**config.mk**
```make
export PLATFORM = sky130hd
export DESIGN_NAME = operand_fetch_flat
export DESIGN_NICKNAME = d
export VERILOG_FILES = /design/src/rtl/operand_fetch_pkg.sv /design/src/rtl/operand_fetch_if.sv /design/src/rtl/operand_fetch_op_scoreboard.sv /design/src/rtl/operand_fetch.sv /design/src/flat_wrapper.sv
export SDC_FILE = /design/constraint.sdc
export NUM_CORES = 1
export LEC_CHECK = 0
export CORE_MARGIN = 4
export CORE_UTILIZATION = 47
export DETAILED_ROUTE_END_ITERATION = 10
export PLACE_DENSITY_LB_ADDON = 0.1
export SETUP_SLACK_MARGIN = 0.2
export SYNTH_ARGS = -nofsm -noshare
export SYNTH_HDL_FRONTEND = slang
export SYNTH_SLANG_ARGS = --single-unit
```
**constraint.sdc**
```tcl
create_clock -name clk -period 6.1 [get_ports clk]
set_clock_uncertainty 0.15 [all_clocks]
set_input_delay 1.22 -clock clk [delete_from_list [all_inputs] [get_ports clk]]
set_output_delay 1.22 -clock clk [all_outputs]
set_load 0.02 [all_outputs]
```
**src/rtl/operand_fetch_pkg.sv**
```systemverilog
// -----------------------------------------------------------------------------
// operand_fetch_pkg
//   Shared widths, types and FSM encoding for the operand fetch stage and its
//   pending-write scoreboard.
//   Contents: DATA_W, ADDR_W, NREGS; reg_addr_t, data_t; of_state_t;
//             reg_onehot() helper (address -> one-hot register mask).
// -----------------------------------------------------------------------------
package operand_fetch_pkg;

  localparam int DATA_W = 8;
  localparam int ADDR_W = 2;
  localparam int NREGS  = 2 ** ADDR_W;

  typedef logic [ADDR_W-1:0] reg_addr_t;
  typedef logic [DATA_W-1:0] data_t;
  typedef logic [NREGS-1:0]  reg_mask_t;

  typedef enum logic [1:0] {
    IDLE  = 2'd0,
    READ  = 2'd1,
    VALID = 2'd2
  } of_state_t;

  function automatic reg_mask_t reg_onehot(input reg_addr_t addr);
    reg_mask_t mask;
    mask       = '0;
    mask[addr] = 1'b1;
    return mask;
  endfunction

endpackage

```
**src/rtl/operand_fetch_if.sv**
```systemverilog
// -----------------------------------------------------------------------------
// operand_fetch_if
//   Bundles the issue, register-file, operand and writeback buses of the
//   operand fetch stage.
//   slave  : the operand_fetch side (consumes iss_*, rf_data_out_*, op_ready,
//            wb_*; drives iss_ready, rf_* requests, op_*).
//   master : the surrounding pipeline / register file / bench side.
// -----------------------------------------------------------------------------
interface operand_fetch_if;
  import operand_fetch_pkg::*;

  // Issue handshake
  logic      iss_valid;
  logic      iss_ready;
  reg_addr_t iss_src_a;
  reg_addr_t iss_src_b;
  logic      iss_use_a;
  logic      iss_use_b;
  reg_addr_t iss_dst;
  logic      iss_wr;

  // Register file read ports (registered read data)
  logic      rf_read_en_A;
  logic      rf_read_en_B;
  reg_addr_t rf_addr_read_A;
  reg_addr_t rf_addr_read_B;
  data_t     rf_data_out_A;
  data_t     rf_data_out_B;

  // Register file write port
  logic      rf_write_en;
  reg_addr_t rf_addr_write;
  data_t     rf_data_in;

  // Downstream operand handshake
  logic      op_valid;
  logic      op_ready;
  data_t     op_a;
  data_t     op_b;
  reg_addr_t op_dst;
  logic      op_wr;

  // Writeback strobe (always accepted)
  logic      wb_valid;
  reg_addr_t wb_addr;
  data_t     wb_data;

  modport slave (
    input  iss_valid, iss_src_a, iss_src_b, iss_use_a, iss_use_b, iss_dst, iss_wr,
    output iss_ready,
    output rf_read_en_A, rf_read_en_B, rf_addr_read_A, rf_addr_read_B,
    input  rf_data_out_A, rf_data_out_B,
    output rf_write_en, rf_addr_write, rf_data_in,
    output op_valid, op_a, op_b, op_dst, op_wr,
    input  op_ready,
    input  wb_valid, wb_addr, wb_data
  );

  modport master (
    output iss_valid, iss_src_a, iss_src_b, iss_use_a, iss_use_b, iss_dst, iss_wr,
    input  iss_ready,
    input  rf_read_en_A, rf_read_en_B, rf_addr_read_A, rf_addr_read_B,
    output rf_data_out_A, rf_data_out_B,
    input  rf_write_en, rf_addr_write, rf_data_in,
    input  op_valid, op_a, op_b, op_dst, op_wr,
    output op_ready,
    output wb_valid, wb_addr, wb_data
  );

endinterface

```
**src/rtl/operand_fetch_op_scoreboard.sv**
```systemverilog
// -----------------------------------------------------------------------------
// op_scoreboard
//   Pending-write vector for the 4-entry register file. A bit is set when an
//   instruction that writes that register is accepted and cleared by its
//   writeback. A writeback landing this cycle already counts as ready.
//   Ports:
//     clk, sync_rst_n          clock, synchronous active-low reset
//     i_set, i_set_addr        mark i_set_addr pending (issue accepted, wr=1)
//     i_wb_valid, i_wb_addr    writeback bus (clears pending)
//     i_src_a/b, i_use_a/b     sources of the offered instruction
//     i_dst, i_wr              destination of the offered instruction
//     o_src_a_ok, o_src_b_ok   source has no outstanding write
//     o_dst_ok                 destination has no outstanding write (WAW)
// -----------------------------------------------------------------------------
module op_scoreboard
  import operand_fetch_pkg::*;
(
  input  logic      clk,
  input  logic      sync_rst_n,
  input  logic      i_set,
  input  reg_addr_t i_set_addr,
  input  logic      i_wb_valid,
  input  reg_addr_t i_wb_addr,
  input  reg_addr_t i_src_a,
  input  reg_addr_t i_src_b,
  input  logic      i_use_a,
  input  logic      i_use_b,
  input  reg_addr_t i_dst,
  input  logic      i_wr,
  output logic      o_src_a_ok,
  output logic      o_src_b_ok,
  output logic      o_dst_ok
);

  reg_mask_t r_pending;
  reg_mask_t w_wb_hit;
  reg_mask_t w_set;

  assign w_wb_hit = i_wb_valid ? reg_onehot(i_wb_addr)  : '0;
  assign w_set    = i_set      ? reg_onehot(i_set_addr) : '0;

  // NOTE: reset is synchronous -- sync_rst_n is only looked at on the clock
  // edge, so it is not in the sensitivity list.
  always_ff @(posedge clk) begin
    if (!sync_rst_n) begin
      r_pending <= '0;
    end else begin
      // NOTE: sequential state uses non-blocking assignments so every flop
      // samples the pre-edge values, independent of statement order.
      // Clear first, then OR in the set: a new writer issued in the same
      // cycle as the old writer's writeback keeps the register pending.
      r_pending <= (r_pending & ~w_wb_hit) | w_set;
    end
  end

  assign o_src_a_ok = !i_use_a || !r_pending[i_src_a] || w_wb_hit[i_src_a];
  assign o_src_b_ok = !i_use_b || !r_pending[i_src_b] || w_wb_hit[i_src_b];
  assign o_dst_ok   = !i_wr    || !r_pending[i_dst]   || w_wb_hit[i_dst];

endmodule

```
**src/rtl/operand_fetch.sv**
```systemverilog
// -----------------------------------------------------------------------------
// operand_fetch
//   Requester side of the 4x8 register file. Accepts decoded instructions,
//   reads their sources through the registered-read ports, and presents the
//   operands downstream two cycles after acceptance. Also owns the register
//   file write port, which is a straight pass-through of the writeback bus.
//   Ports:
//     clk          clock
//     sync_rst_n   synchronous active-low reset
//     bus          operand_fetch_if.slave (issue, rf read/write, operand, wb)
//   Timing: accept in cycle T -> READ in T+1 -> op_valid from T+2.
// -----------------------------------------------------------------------------
module operand_fetch
  import operand_fetch_pkg::*;
(
  input  logic            clk,
  input  logic            sync_rst_n,
  operand_fetch_if.slave  bus
);

  of_state_t r_state;
  of_state_t w_state_nxt;

  logic      w_src_a_ok;
  logic      w_src_b_ok;
  logic      w_dst_ok;
  logic      w_slot_free;
  logic      w_iss_ready;
  logic      w_accept;

  // Instruction captured at acceptance, consumed in READ
  reg_addr_t r_dst;
  logic      r_wr;
  logic      r_use_a;
  logic      r_use_b;
  logic      r_byp_a;
  logic      r_byp_b;
  data_t     r_wb_data;

  // Operand outputs
  data_t     r_op_a;
  data_t     r_op_b;
  reg_addr_t r_op_dst;
  logic      r_op_wr;

  // ---------------------------------------------------------------------------
  // Hazard check and issue handshake
  // ---------------------------------------------------------------------------
  op_scoreboard u_sb (
    .clk        (clk),
    .sync_rst_n (sync_rst_n),
    .i_set      (w_accept && bus.iss_wr),
    .i_set_addr (bus.iss_dst),
    .i_wb_valid (bus.wb_valid),
    .i_wb_addr  (bus.wb_addr),
    .i_src_a    (bus.iss_src_a),
    .i_src_b    (bus.iss_src_b),
    .i_use_a    (bus.iss_use_a),
    .i_use_b    (bus.iss_use_b),
    .i_dst      (bus.iss_dst),
    .i_wr       (bus.iss_wr),
    .o_src_a_ok (w_src_a_ok),
    .o_src_b_ok (w_src_b_ok),
    .o_dst_ok   (w_dst_ok)
  );

  // A new instruction may enter when the stage is empty or its current
  // operands leave this cycle.
  assign w_slot_free = (r_state == IDLE) || ((r_state == VALID) && bus.op_ready);
  // Gated by reset so nothing is accepted into a stage that is being cleared.
  assign w_iss_ready = sync_rst_n && w_src_a_ok && w_src_b_ok && w_dst_ok && w_slot_free;
  assign w_accept    = bus.iss_valid && w_iss_ready;

  // ---------------------------------------------------------------------------
  // FSM
  // ---------------------------------------------------------------------------
  always_ff @(posedge clk) begin
    if (!sync_rst_n) r_state <= IDLE;
    else             r_state <= w_state_nxt;
  end

  always_comb begin
    // NOTE: default first so every path assigns w_state_nxt; no latch.
    w_state_nxt = r_state;
    unique case (r_state)
      IDLE:    if (w_accept) w_state_nxt = READ;
      READ:    w_state_nxt = VALID;
      VALID:   if (bus.op_ready) w_state_nxt = w_accept ? READ : IDLE;
      default: w_state_nxt = IDLE;
    endcase
  end

  // ---------------------------------------------------------------------------
  // Issue capture
  // ---------------------------------------------------------------------------
  // The register file returns the pre-write value when a read and a write to
  // the same register share an edge, so a writeback coinciding with the
  // accept is remembered here and substituted in READ.
  always_ff @(posedge clk) begin
    if (!sync_rst_n) begin
      r_dst     <= '0;
      r_wr      <= 1'b0;
      r_use_a   <= 1'b0;
      r_use_b   <= 1'b0;
      r_byp_a   <= 1'b0;
      r_byp_b   <= 1'b0;
      r_wb_data <= '0;
    end else if (w_accept) begin
      r_dst     <= bus.iss_dst;
      r_wr      <= bus.iss_wr;
      r_use_a   <= bus.iss_use_a;
      r_use_b   <= bus.iss_use_b;
      r_byp_a   <= bus.iss_use_a && bus.wb_valid && (bus.wb_addr == bus.iss_src_a);
      r_byp_b   <= bus.iss_use_b && bus.wb_valid && (bus.wb_addr == bus.iss_src_b);
      r_wb_data <= bus.wb_data;
    end
  end

  // ---------------------------------------------------------------------------
  // Operand capture at the end of READ; held through VALID backpressure.
  // ---------------------------------------------------------------------------
  always_ff @(posedge clk) begin
    if (!sync_rst_n) begin
      r_op_a   <= '0;
      r_op_b   <= '0;
      r_op_dst <= '0;
      r_op_wr  <= 1'b0;
    end else if (r_state == READ) begin
      r_op_a   <= r_byp_a ? r_wb_data : (r_use_a ? bus.rf_data_out_A : '0);
      r_op_b   <= r_byp_b ? r_wb_data : (r_use_b ? bus.rf_data_out_B : '0);
      r_op_dst <= r_dst;
      r_op_wr  <= r_wr;
    end
  end

  // ---------------------------------------------------------------------------
  // Outputs
  // ---------------------------------------------------------------------------
  assign bus.iss_ready      = w_iss_ready;

  // Reads are issued only in the accept cycle.
  assign bus.rf_read_en_A   = w_accept && bus.iss_use_a;
  assign bus.rf_read_en_B   = w_accept && bus.iss_use_b;
  assign bus.rf_addr_read_A = w_accept ? bus.iss_src_a : '0;
  assign bus.rf_addr_read_B = w_accept ? bus.iss_src_b : '0;

  assign bus.rf_write_en    = sync_rst_n && bus.wb_valid;
  assign bus.rf_addr_write  = sync_rst_n ? bus.wb_addr : '0;
  assign bus.rf_data_in     = sync_rst_n ? bus.wb_data : '0;

  assign bus.op_valid       = (r_state == VALID);
  assign bus.op_a           = r_op_a;
  assign bus.op_b           = r_op_b;
  assign bus.op_dst         = r_op_dst;
  assign bus.op_wr          = r_op_wr;

endmodule

```
**src/flat_wrapper.sv**
```systemverilog
// flat-port wrapper written by rule: the top's interface ports become plain ports
module operand_fetch_flat import operand_fetch_pkg::*;
  (clk, sync_rst_n, bus_iss_valid, bus_iss_src_a, bus_iss_src_b, bus_iss_use_a, bus_iss_use_b, bus_iss_dst, bus_iss_wr, bus_iss_ready, bus_rf_read_en_A, bus_rf_read_en_B, bus_rf_addr_read_A, bus_rf_addr_read_B, bus_rf_data_out_A, bus_rf_data_out_B, bus_rf_write_en, bus_rf_addr_write, bus_rf_data_in, bus_op_valid, bus_op_a, bus_op_b, bus_op_dst, bus_op_wr, bus_op_ready, bus_wb_valid, bus_wb_addr, bus_wb_data);
  operand_fetch_if bus_i ();
  input  logic clk;
  input  logic sync_rst_n;
  input wire logic [$bits(bus_i.iss_valid)-1:0] bus_iss_valid;
  input wire logic [$bits(bus_i.iss_src_a)-1:0] bus_iss_src_a;
  input wire logic [$bits(bus_i.iss_src_b)-1:0] bus_iss_src_b;
  input wire logic [$bits(bus_i.iss_use_a)-1:0] bus_iss_use_a;
  input wire logic [$bits(bus_i.iss_use_b)-1:0] bus_iss_use_b;
  input wire logic [$bits(bus_i.iss_dst)-1:0] bus_iss_dst;
  input wire logic [$bits(bus_i.iss_wr)-1:0] bus_iss_wr;
  output wire logic [$bits(bus_i.iss_ready)-1:0] bus_iss_ready;
  output wire logic [$bits(bus_i.rf_read_en_A)-1:0] bus_rf_read_en_A;
  output wire logic [$bits(bus_i.rf_read_en_B)-1:0] bus_rf_read_en_B;
  output wire logic [$bits(bus_i.rf_addr_read_A)-1:0] bus_rf_addr_read_A;
  output wire logic [$bits(bus_i.rf_addr_read_B)-1:0] bus_rf_addr_read_B;
  input wire logic [$bits(bus_i.rf_data_out_A)-1:0] bus_rf_data_out_A;
  input wire logic [$bits(bus_i.rf_data_out_B)-1:0] bus_rf_data_out_B;
  output wire logic [$bits(bus_i.rf_write_en)-1:0] bus_rf_write_en;
  output wire logic [$bits(bus_i.rf_addr_write)-1:0] bus_rf_addr_write;
  output wire logic [$bits(bus_i.rf_data_in)-1:0] bus_rf_data_in;
  output wire logic [$bits(bus_i.op_valid)-1:0] bus_op_valid;
  output wire logic [$bits(bus_i.op_a)-1:0] bus_op_a;
  output wire logic [$bits(bus_i.op_b)-1:0] bus_op_b;
  output wire logic [$bits(bus_i.op_dst)-1:0] bus_op_dst;
  output wire logic [$bits(bus_i.op_wr)-1:0] bus_op_wr;
  input wire logic [$bits(bus_i.op_ready)-1:0] bus_op_ready;
  input wire logic [$bits(bus_i.wb_valid)-1:0] bus_wb_valid;
  input wire logic [$bits(bus_i.wb_addr)-1:0] bus_wb_addr;
  input wire logic [$bits(bus_i.wb_data)-1:0] bus_wb_data;
  assign bus_i.iss_valid = bus_iss_valid;
  assign bus_i.iss_src_a = bus_iss_src_a;
  assign bus_i.iss_src_b = bus_iss_src_b;
  assign bus_i.iss_use_a = bus_iss_use_a;
  assign bus_i.iss_use_b = bus_iss_use_b;
  assign bus_i.iss_dst = bus_iss_dst;
  assign bus_i.iss_wr = bus_iss_wr;
  assign bus_iss_ready = bus_i.iss_ready;
  assign bus_rf_read_en_A = bus_i.rf_read_en_A;
  assign bus_rf_read_en_B = bus_i.rf_read_en_B;
  assign bus_rf_addr_read_A = bus_i.rf_addr_read_A;
  assign bus_rf_addr_read_B = bus_i.rf_addr_read_B;
  assign bus_i.rf_data_out_A = bus_rf_data_out_A;
  assign bus_i.rf_data_out_B = bus_rf_data_out_B;
  assign bus_rf_write_en = bus_i.rf_write_en;
  assign bus_rf_addr_write = bus_i.rf_addr_write;
  assign bus_rf_data_in = bus_i.rf_data_in;
  assign bus_op_valid = bus_i.op_valid;
  assign bus_op_a = bus_i.op_a;
  assign bus_op_b = bus_i.op_b;
  assign bus_op_dst = bus_i.op_dst;
  assign bus_op_wr = bus_i.op_wr;
  assign bus_i.op_ready = bus_op_ready;
  assign bus_i.wb_valid = bus_wb_valid;
  assign bus_i.wb_addr = bus_wb_addr;
  assign bus_i.wb_data = bus_wb_data;
  operand_fetch u_core (.clk(clk), .sync_rst_n(sync_rst_n), .bus(bus_i));
endmodule
```
-- Yosys cells after proc, flatten, opt, wreduce, memory -nomap -nowiden
Cells that the tools add are included.
- memories kept: 0
- word-level logic and storage cells: 89
- ROM bits: 0
- bits of input ports: 40
- memory bits (writable): 0
- bits in registers: 40
- latch bits: 0
- output and inout port bits: 38
- reductions and logical operators: 31
- shifts and indexed selects: 0
- equality and inequality tests: 6
- multiply operators: 0
- magnitude comparators: 6
- mux-type cells: 30
- bitwise gates (word level): 3
- $add $sub $neg: 0
- div/mod/pow operators: 0
- operators with widths (cell ; number):
    $mux W8 ; 5
    $logic_and A1 B1 Y1 ; 16
    $bmux W1 S2 ; 6
    $lt A2 B3 Y1 const B ; 4
    $mux W2 ; 5
    $mux W1 ; 9
    $mux W4 ; 2
    $logic_or A1 B1 Y1 ; 7
    $logic_not A1 Y1 ; 6
    $pmux W2 S3 ; 1
    $and A4 B4 Y4 ; 1
    $demux W1 S2 ; 2
    $eq A2 B2 Y1 ; 2
    $ge A2 B1 Y1 const B ; 2
    $ne A2 B1 Y1 const B ; 2
    $not A4 Y4 ; 1
    $or A4 B4 Y4 ; 1
    $eq A2 B1 Y1 const B ; 1
    $eq A2 B2 Y1 const B ; 1
    $logic_not A2 Y1 ; 1
    $reduce_and A2 Y1 ; 1

-- Longest topological paths before layout
Gate-level depths: netlist (run 1).
- depth after elaboration: 16
- mapped depth: 8
- gate-level depth less buffers: 5

-- Modules after synthesis
Synthesis (run 1) repeated with hierarchy kept, for this count alone.
- cell total of the unflattened synthesis: 234
- area total of the unflattened synthesis: 2078.2 um2
- by module, submodules not included (module ; cells each ; times used ; area each (um2)):
    operand_fetch ; 198 ; 1 ; 1734.2
    op_scoreboard ; 36 ; 1 ; 344.1

-- Least setup slack after synthesis (run 1)
OpenSTA, ideal clock, no wires.
- kind: input port to output port
- from: in bus_iss_dst[1]
- to: out bus_rf_addr_read_A[0]
- arrival: 2.737 ns
- stages on the path: 7
- buffers on the path: 3
- data required time: 4.730 ns
- path slack: 1.993 ns
- path through: clkbuf_1 -> or4b_4 -> a41oi_2 -> and3b_1 -> buf_6 -> buf_6 -> and2_1
- longest elaborated chain between the ends: 9
- elaborated cells on any way between the ends: 11
- RTL lines (element ; RTL line ; text):
    from (decl) ; flat_wrapper.sv:12 ; input wire logic [$bits(bus_i.iss_dst)-1:0] bus_iss_dst;
    $bmux W1 S2 ; operand_fetch_op_scoreboard.sv:58 ; assign o_dst_ok = !i_wr || !r_pending[i_dst] || w_wb_hit[i_dst];
    $mux W1 (not written as such) ; operand_fetch_op_scoreboard.sv:58 ;
    $logic_not A1 Y1 ; operand_fetch_op_scoreboard.sv:58 ;
    $logic_or A1 B1 Y1 ; operand_fetch_op_scoreboard.sv:58 ;
    $logic_or A1 B1 Y1 * ; operand_fetch_op_scoreboard.sv:58 ;
    $logic_and A1 B1 Y1 * (2 in a row) ; operand_fetch.sv:71 ; assign w_iss_ready = sync_rst_n && w_src_a_ok && w_src_b_ok && w_dst_ok && w_slot_free;
    $logic_and A1 B1 Y1 * ; operand_fetch.sv:72 ; assign w_accept = bus.iss_valid && w_iss_ready;
    $mux W2 * ; operand_fetch.sv:144 ; assign bus.rf_addr_read_A = w_accept ? bus.iss_src_a : '0;
    to (decl) ; flat_wrapper.sv:17 ; output wire logic [$bits(bus_i.rf_addr_read_A)-1:0] bus_rf_addr_read_A;
Every way passes the cells marked *; elsewhere a longest branch is shown, timed or not. The select of a mux whose other input is x is not followed.

-- Worst setup path after layout (run 1)
- from: in bus_iss_src_a[0]
- to: out bus_rf_addr_read_B[0]
- longest elaborated chain between the ends: 11
- elaborated cells on any way between the ends: 13
- RTL lines (element ; RTL line ; text):
    from (decl) ; flat_wrapper.sv:8 ; input wire logic [$bits(bus_i.iss_src_a)-1:0] bus_iss_src_a;
    $bmux W1 S2 ; operand_fetch_op_scoreboard.sv:56 ; assign o_src_a_ok = !i_use_a || !r_pending[i_src_a] || w_wb_hit[i_src_a];
    $mux W1 (not written as such) ; operand_fetch_op_scoreboard.sv:56 ;
    $logic_not A1 Y1 ; operand_fetch_op_scoreboard.sv:56 ;
    $logic_or A1 B1 Y1 ; operand_fetch_op_scoreboard.sv:56 ;
    $logic_or A1 B1 Y1 * ; operand_fetch_op_scoreboard.sv:56 ;
    $logic_and A1 B1 Y1 * (4 in a row) ; operand_fetch.sv:71 ;
    $logic_and A1 B1 Y1 * ; operand_fetch.sv:72 ;
    $mux W2 * ; operand_fetch.sv:145 ; assign bus.rf_addr_read_B = w_accept ? bus.iss_src_b : '0;
    to (decl) ; flat_wrapper.sv:18 ; output wire logic [$bits(bus_i.rf_addr_read_B)-1:0] bus_rf_addr_read_B;
Marks and branches as above.

==> impl_metrics.json, run 1 <==
{
  "synth_common_cells": "nand2_1 (43), dfxtp_1 (40), mux2i_1 (17)",
  "die_w_microns": 73.25,
  "antenna_found_initial": 0,
  "detail_route.wl_per_cell_microns": 14.76,
  "fin_nets": 328,
  "grt_pass1_wl_microns": 8114,
  "syn_to_final_growth_pct": 43.03,
  "ant_nets": 0,
  "layoutNonFillerInstCount": 339,
  "cp-start-kind": "input port",
  "pre_cts_ws_ns": 1.002,
  "worst-path-max-fanout": 7,
  "synth_edf_count": 0,
  "place_congestion": 0.8272,
  "r2r_cells": 6,
  "worstPathArrival_ns": 3.72,
  "crit_type": "input port to output port",
  "ys_seq_elements": 40,
  "firstDrtPassIters": 4,
  "insertion_delay_ns": 0.29,
  "hold_viol_final": 0,
  "grt_overflow": 0,
  "period_share_pct": 83.39,
  "row_count": 23,
  "worst_pin_slew_ns": 0.6114,
  "ff2ff_setup_slack_ns": 3.86,
  "syn_nets": 262,
  "cp.required_ns": 4.73,
  "yosys_warnings": 0,
  "grt_setup_unrepaired": "false",
  "slew_violations": 0,
  "fin_area_sq_mm": 0.002861,
  "nFillCells": 331,
  "synth_area_leaders": "dfxtp_1 (40%), mux2i_1 (8.5%), nand2_1 (8.1%)",
  "num_vias": 1787,
  "period_minus_slack_ns": 5.087,
  "yosysMostFrequentCell": "nand2_1",
  "timing.rr.end": "u_core.r_dst[0]$_SDFFE_PN0N_",
  "tritoncts": "yes",
  "synth.distinct_cells": 36,
  "slew_headroom_pct": 59.16,
  "setup_tns_ns": 0,
  "setup_slack_ns": 1.013,
  "syn_area_per_cell_sq_um": 9.012,
  "drtIter0Drc": 102,
  "p_leak_nw": 1.261,
  "syn-cell-area_sq_mm": 0.002001,
  "postCtsSetupBuffers": 0,
  "worstSetupStartpoint": "bus_iss_src_a[0]",
  "endpoint_kind": "output port",
  "ctsHtreeMaxLevel": 2,
  "portBuffers": 77,
  "start_util_pct": 49.31,
  "cts_sinks": 40,
  "yosysTopAreaCell": "dfxtp_1",
  "clkTransAtPathRegs_ns": 0.07,
  "die_y_microns": 73.25,
  "die_area_sq_mm": 0.005365,
  "post_cts_resized": 0,
  "root_buffer": "clkbuf_8",
  "layout-drive-gt1-share_pct": 6.228,
  "synth-async-reset-ratio_pct": 0,
  "first_global_vias": 1683,
  "grt_max_degree": 56,
  "cts_buffers": 5,
  "min_path_type": "flip-flop to flip-flop",
  "hold_buffers": 0,
  "regToRegStartpoint": "u_core.u_sb.r_pending[3]$_SDFF_PN0_",
  "drv_cap": 0,
  "synth_top_area_share_pct": 40.03,
  "dpl.hpwl_microns": 3615,
  "status": "finished clean",
  "insertedDiodeCount": 0,
  "synthCells": 222,
  "dpl_cell_area_sq_mm": 0.002740,
  "track_usage_pct": 19.52,
  "ios": 78,
  "max_clock_freq_mhz": 196.6,
  "synth_ff_type": "dfxtp_1",
  "vdd_drop_max_mv": 0.1379,
  "place_inst": 331,
  "wirelength_microns": 5005,
  "crit_end": "bus_rf_addr_read_B[0]",
  "powerDensity_mw_per_mm2": 226.6,
  "final_util_pct": 70.52,
  "core_sq_mm": 0.004058,
  "ys_seq_area_share_pct": 40.03,
  "routed_via_density": 5.271,
  "setup_violations": 0,
  "cts_buffer_depth": 2,
  "drc": 0
}
[through the flow]
step	hold WS (ns)	total power [mW]
2_1_floorplan	0.2781	0.3633
3_3_place_gp	0.2908	0.4244
3_5_place_dp	0.2982	0.4261
4_1_cts	0.3093	0.6564
5_1_grt	0.3427	0.6772
6_report	0.3094	0.6483
[state kept, by name (all words and copies together) (netlist names)]
signal and count:
u_core.r_byp_a 1, u_core.r_use_b 1, u_core.bus.op_wr 1, u_core.u_sb.r_pending 4, u_core.bus.op_dst 2, u_core.r_use_a 1, u_core.r_dst 2, u_core.r_byp_b 1
u_core.r_wr 1, u_core.r_state 2, u_core.r_wb_data 8, u_core.bus.op_b 8, u_core.bus.op_a 8
[cell families (layout without fill, tap and decap cells)]
logic type	count (synthesis)	after routing	share of synthesized area, %
xor gates and xnor gates	4	4	1.751
DFF	40	40	40.03
muxes	19	19	10.76
and+or+nand+nor	85	85	21.89
buffers and inverters	33	100	7.941
AOI/OAI and AO/OA	41	41	17.64
[worst max-delay path, stage by stage]
cell and delay [ns]:
clkdlybuf4s50_1 0.54, mux4_2 0.51, o311a_1 0.14, nor3_2 0.22, and3b_1 0.31, and2_1 0.16, clkdlybuf4s50_1 0.61
[layout by cell type (no fill, tap or decap), types with 4 or more instances in the layout]
master           instances
dfxtp_1                 40
nor2b_1                  6
mux2i_1                 17
a22oi_1                 16
nand2_1                 43
xor2_1                   4
nand3_1                  7
clkdlybuf4s50_1         76
and2_1                   9
clkbuf_8                 6
inv_1                   12
o211a_1                 16
[layout make-up]
cell class              count  area [sq um]  share of cell area, %
clock buffers               6         82.58                  2.886
inverters                  12         45.04                  1.574
flip-flops and latches     40         800.8                  27.98
multi-input cells         149          1044                  36.47
repair buffers             80         788.3                  27.55
clock inverters             2         38.79                  1.355
well taps                  50         62.56                  2.186
[where the power goes]
group | internal [mW] | leakage (nW) | total [mW] | switching (mW)
logic | 0.0703 | 0.873 | 0.135 | 0.0642
registers | 0.276 | 0.327 | 0.285 | 0.00962
clock network | 0.134 | 0.0614 | 0.228 | 0.0946
[layer usage]
layer	wire, microns	global-route usage [%]	vias to the layer above
met5	0	0	-
met4	46	4.303	0
met3	360	5.785	6
met2	2244	29.49	56
met1	2353	27.40	818
li1	-	-	907
[how the worst min path moves through the flow]
stage                           startpoint                          end  slack [ns]  cells after the start
5_1_grt           u_core.r_wr$_SDFFE_PN0N_     u_core.r_wr$_SDFFE_PN0N_        0.34                      2
3_3_place_gp   u_core.r_use_a$_SDFFE_PN0N_  u_core.r_use_a$_SDFFE_PN0N_        0.29                      2
4_1_cts        u_core.r_use_b$_SDFFE_PN0N_  u_core.r_use_b$_SDFFE_PN0N_        0.31                      2
2_1_floorplan     u_core.r_wr$_SDFFE_PN0N_     u_core.r_wr$_SDFFE_PN0N_        0.28                      2
3_5_place_dp   u_core.r_use_b$_SDFFE_PN0N_  u_core.r_use_b$_SDFFE_PN0N_        0.30                      2
6_report       u_core.r_use_b$_SDFFE_PN0N_  u_core.r_use_b$_SDFFE_PN0N_        0.31                      2
(Power assumes the default switching activity.)
==> run 2: changes to the inputs <==
Settings changed: CORE_UTILIZATION 47 to 43.
Clock period 6.1 ns to 5.3 ns, I/O delays scaled along.
==> run 2 against run 1 <==
  * Register-to-register slack worse by 0.86 ns
  * Die area is 8.3% higher
  * Count of clock-buffer cells in the layout stayed put
  * Flip-flop and latch count stayed put
  * Non-clock buffer count stayed put
  * Hold slack worse by 0.0045 ns
  * Final cell count is 0.59% higher
  * Critical endpoint is now bus_rf_read_en_B
==> impl_metrics.json, run 2 (synthesis gave the netlist of run 1 again) <==
{
  "grt_pass1_wl_microns": 8452,
  "setup_tns_ns": 0,
  "insertion_delay_ns": 0.29,
  "r2r_cells": 6,
  "dpl.hpwl_microns": 3720,
  "antenna_found_initial": 0,
  "holdPathEnd": "u_core.r_wr$_SDFFE_PN0N_",
  "row_count": 24,
  "num_vias": 1836,
  "wl_met3_microns": 436,
  "cp-start-kind": "input port",
  "detail_route.wl_per_cell_microns": 14.85,
  "slew_headroom_pct": 60.88,
  "period_share_pct": 91.34,
  "cts_buffer_depth": 2,
  "grt_setup_unrepaired": "false",
  "layout_common_cells": "clkdlybuf4s50_1 (76), nand2_1 (43), dfxtp_1 (40)",
  "status": "finished clean",
  "cts_sinks": 40,
  "cts_buffers": 5,
  "multi_input_area_sq_mm": 0.001044,
  "fin_nets": 328,
  "grt_max_degree": 56,
  "place_congestion": 0.9126,
  "regToRegStartpoint": "u_core.u_sb.r_pending[3]$_SDFF_PN0_",
  "root_buffer": "clkbuf_8",
  "hold_buffers": 0,
  "ff2ff_setup_slack_ns": 3.00,
  "setup_violations": 0,
  "top_layer": "met4",
  "die_y_microns": 76.21,
  "drtIter0Drc": 125,
  "nFillCells": 415,
  "regArea_sq_um": 800.8,
  "first_global_vias": 1782,
  "m1WireLength_microns": 2235,
  "powerDensity_mw_per_mm2": 254.7,
  "ctsHtreeMaxLevel": 2,
  "wl_met2_microns": 2303,
  "start_util_pct": 45.32,
  "period_minus_slack_ns": 4.841,
  "syn_to_final_growth_pct": 42.46,
  "drv_cap": 0,
  "die_area_sq_mm": 0.005808,
  "firstDrtPassIters": 4,
  "die_w_microns": 76.21,
  "postCtsSetupBuffers": 0,
  "place_inst": 333,
  "cp.required_ns": 4.09,
  "grt_overflow": 0,
  "worst_pin_slew_ns": 0.5855,
  "drc": 0,
  "min_path_cells": 2,
  "layout-drive-gt1-share_pct": 5.882,
  "post_cts_resized": 0,
  "worst-path-max-fanout": 9,
  "tritoncts": "yes",
  "hold_path_startpoint": "u_core.r_wr$_SDFFE_PN0N_",
  "timing.rr.end": "u_core.r_use_a$_SDFFE_PN0N_",
  "hold_viol_final": 0,
  "endpoint_kind": "output port",
  "clkTransAtPathRegs_ns": 0.07,
  "wirelength_microns": 5064,
  "ant_nets": 0,
  "worstPathArrival_ns": 3.63,
  "layout_commonest_cell": "clkdlybuf4s50_1",
  "insertedDiodeCount": 0,
  "worstSetupStartpoint": "bus_iss_src_a[0]",
  "crit_type": "input port to output port",
  "max_clock_freq_mhz": 206.6,
  "slew_violations": 0,
  "layoutNonFillerInstCount": 341,
  "core_sq_mm": 0.004414,
  "ios": 78,
  "p_leak_nw": 1.255,
  "min_path_type": "flip-flop to flip-flop",
  "track_usage_pct": 17.58,
  "routed_via_density": 5.384,
  "vdd_drop_max_mv": 0.1340,
  "portBuffers": 77
}
[run 2: cell counts in the layout (fill, tap and decap cells not counted)]
Identical to the previous run, type by type.
[run 2: worst max-delay path: stages]
cell,delay [ns]
clkdlybuf4s50_1,0.54
mux4_2,0.52
o311a_1,0.15
nor3_2,0.23
and3b_1,0.34
and2_1,0.17
clkdlybuf4s50_1,0.62
[run 2: worst max path at each step]
| stage | to | slack, ns | cells after the start |
|---|---|---|---|
| after CTS | bus_rf_read_en_B | 0.44 | 7 |
| final | bus_rf_read_en_B | 0.46 | 7 |
| after detailed placement | bus_rf_addr_read_A[0] | 0.46 | 7 |
| after global routing | bus_rf_read_en_A | 0.32 | 7 |
| after global placement | bus_rf_read_en_B | 0.53 | 7 |
| after floorplan | bus_rf_addr_read_A[0] | 1.51 | 7 |
[run 2: through the flow]
step	worst slack (ns)	util, %	hold slack, ns	total power [mW]	cell area, sq um
global route	0.3249	64.57	0.3333	0.7624	2850
CTS	0.4398	64.57	0.3122	0.7342	2850
finish	0.4589	64.57	0.3048	0.7259	2850
detailed placement	0.4593	62.13	0.2930	0.4914	2743
global placement	0.5291	62.13	0.2881	0.4890	2743
floorplan	1.513	-	0.2781	0.4181	2001
[run 2: metal layers]
metal / vias up / GRT usage (%)
met2: 66 / 27.91
met3: 8 / 5.792
met5: - / 0
met1: 857 / 22.34
li1: 905 / -
met4: 0 / 5.944
[run 2: layout make-up]
class                      count  area share, %
multi-input combinational    149          36.61
sequential                    40          28.09
timing repair buffer          80          27.66
clock buffer                   6          2.546
tap                           52          2.283
clock inverter                 2          1.229
inverter                      12          1.580
[run 2: power breakdown]
group	total [mW]	internal (mW)	switching (mW)
logic	0.155	0.0810	0.0735
clock network	0.243	0.140	0.103
registers	0.329	0.317	0.0113
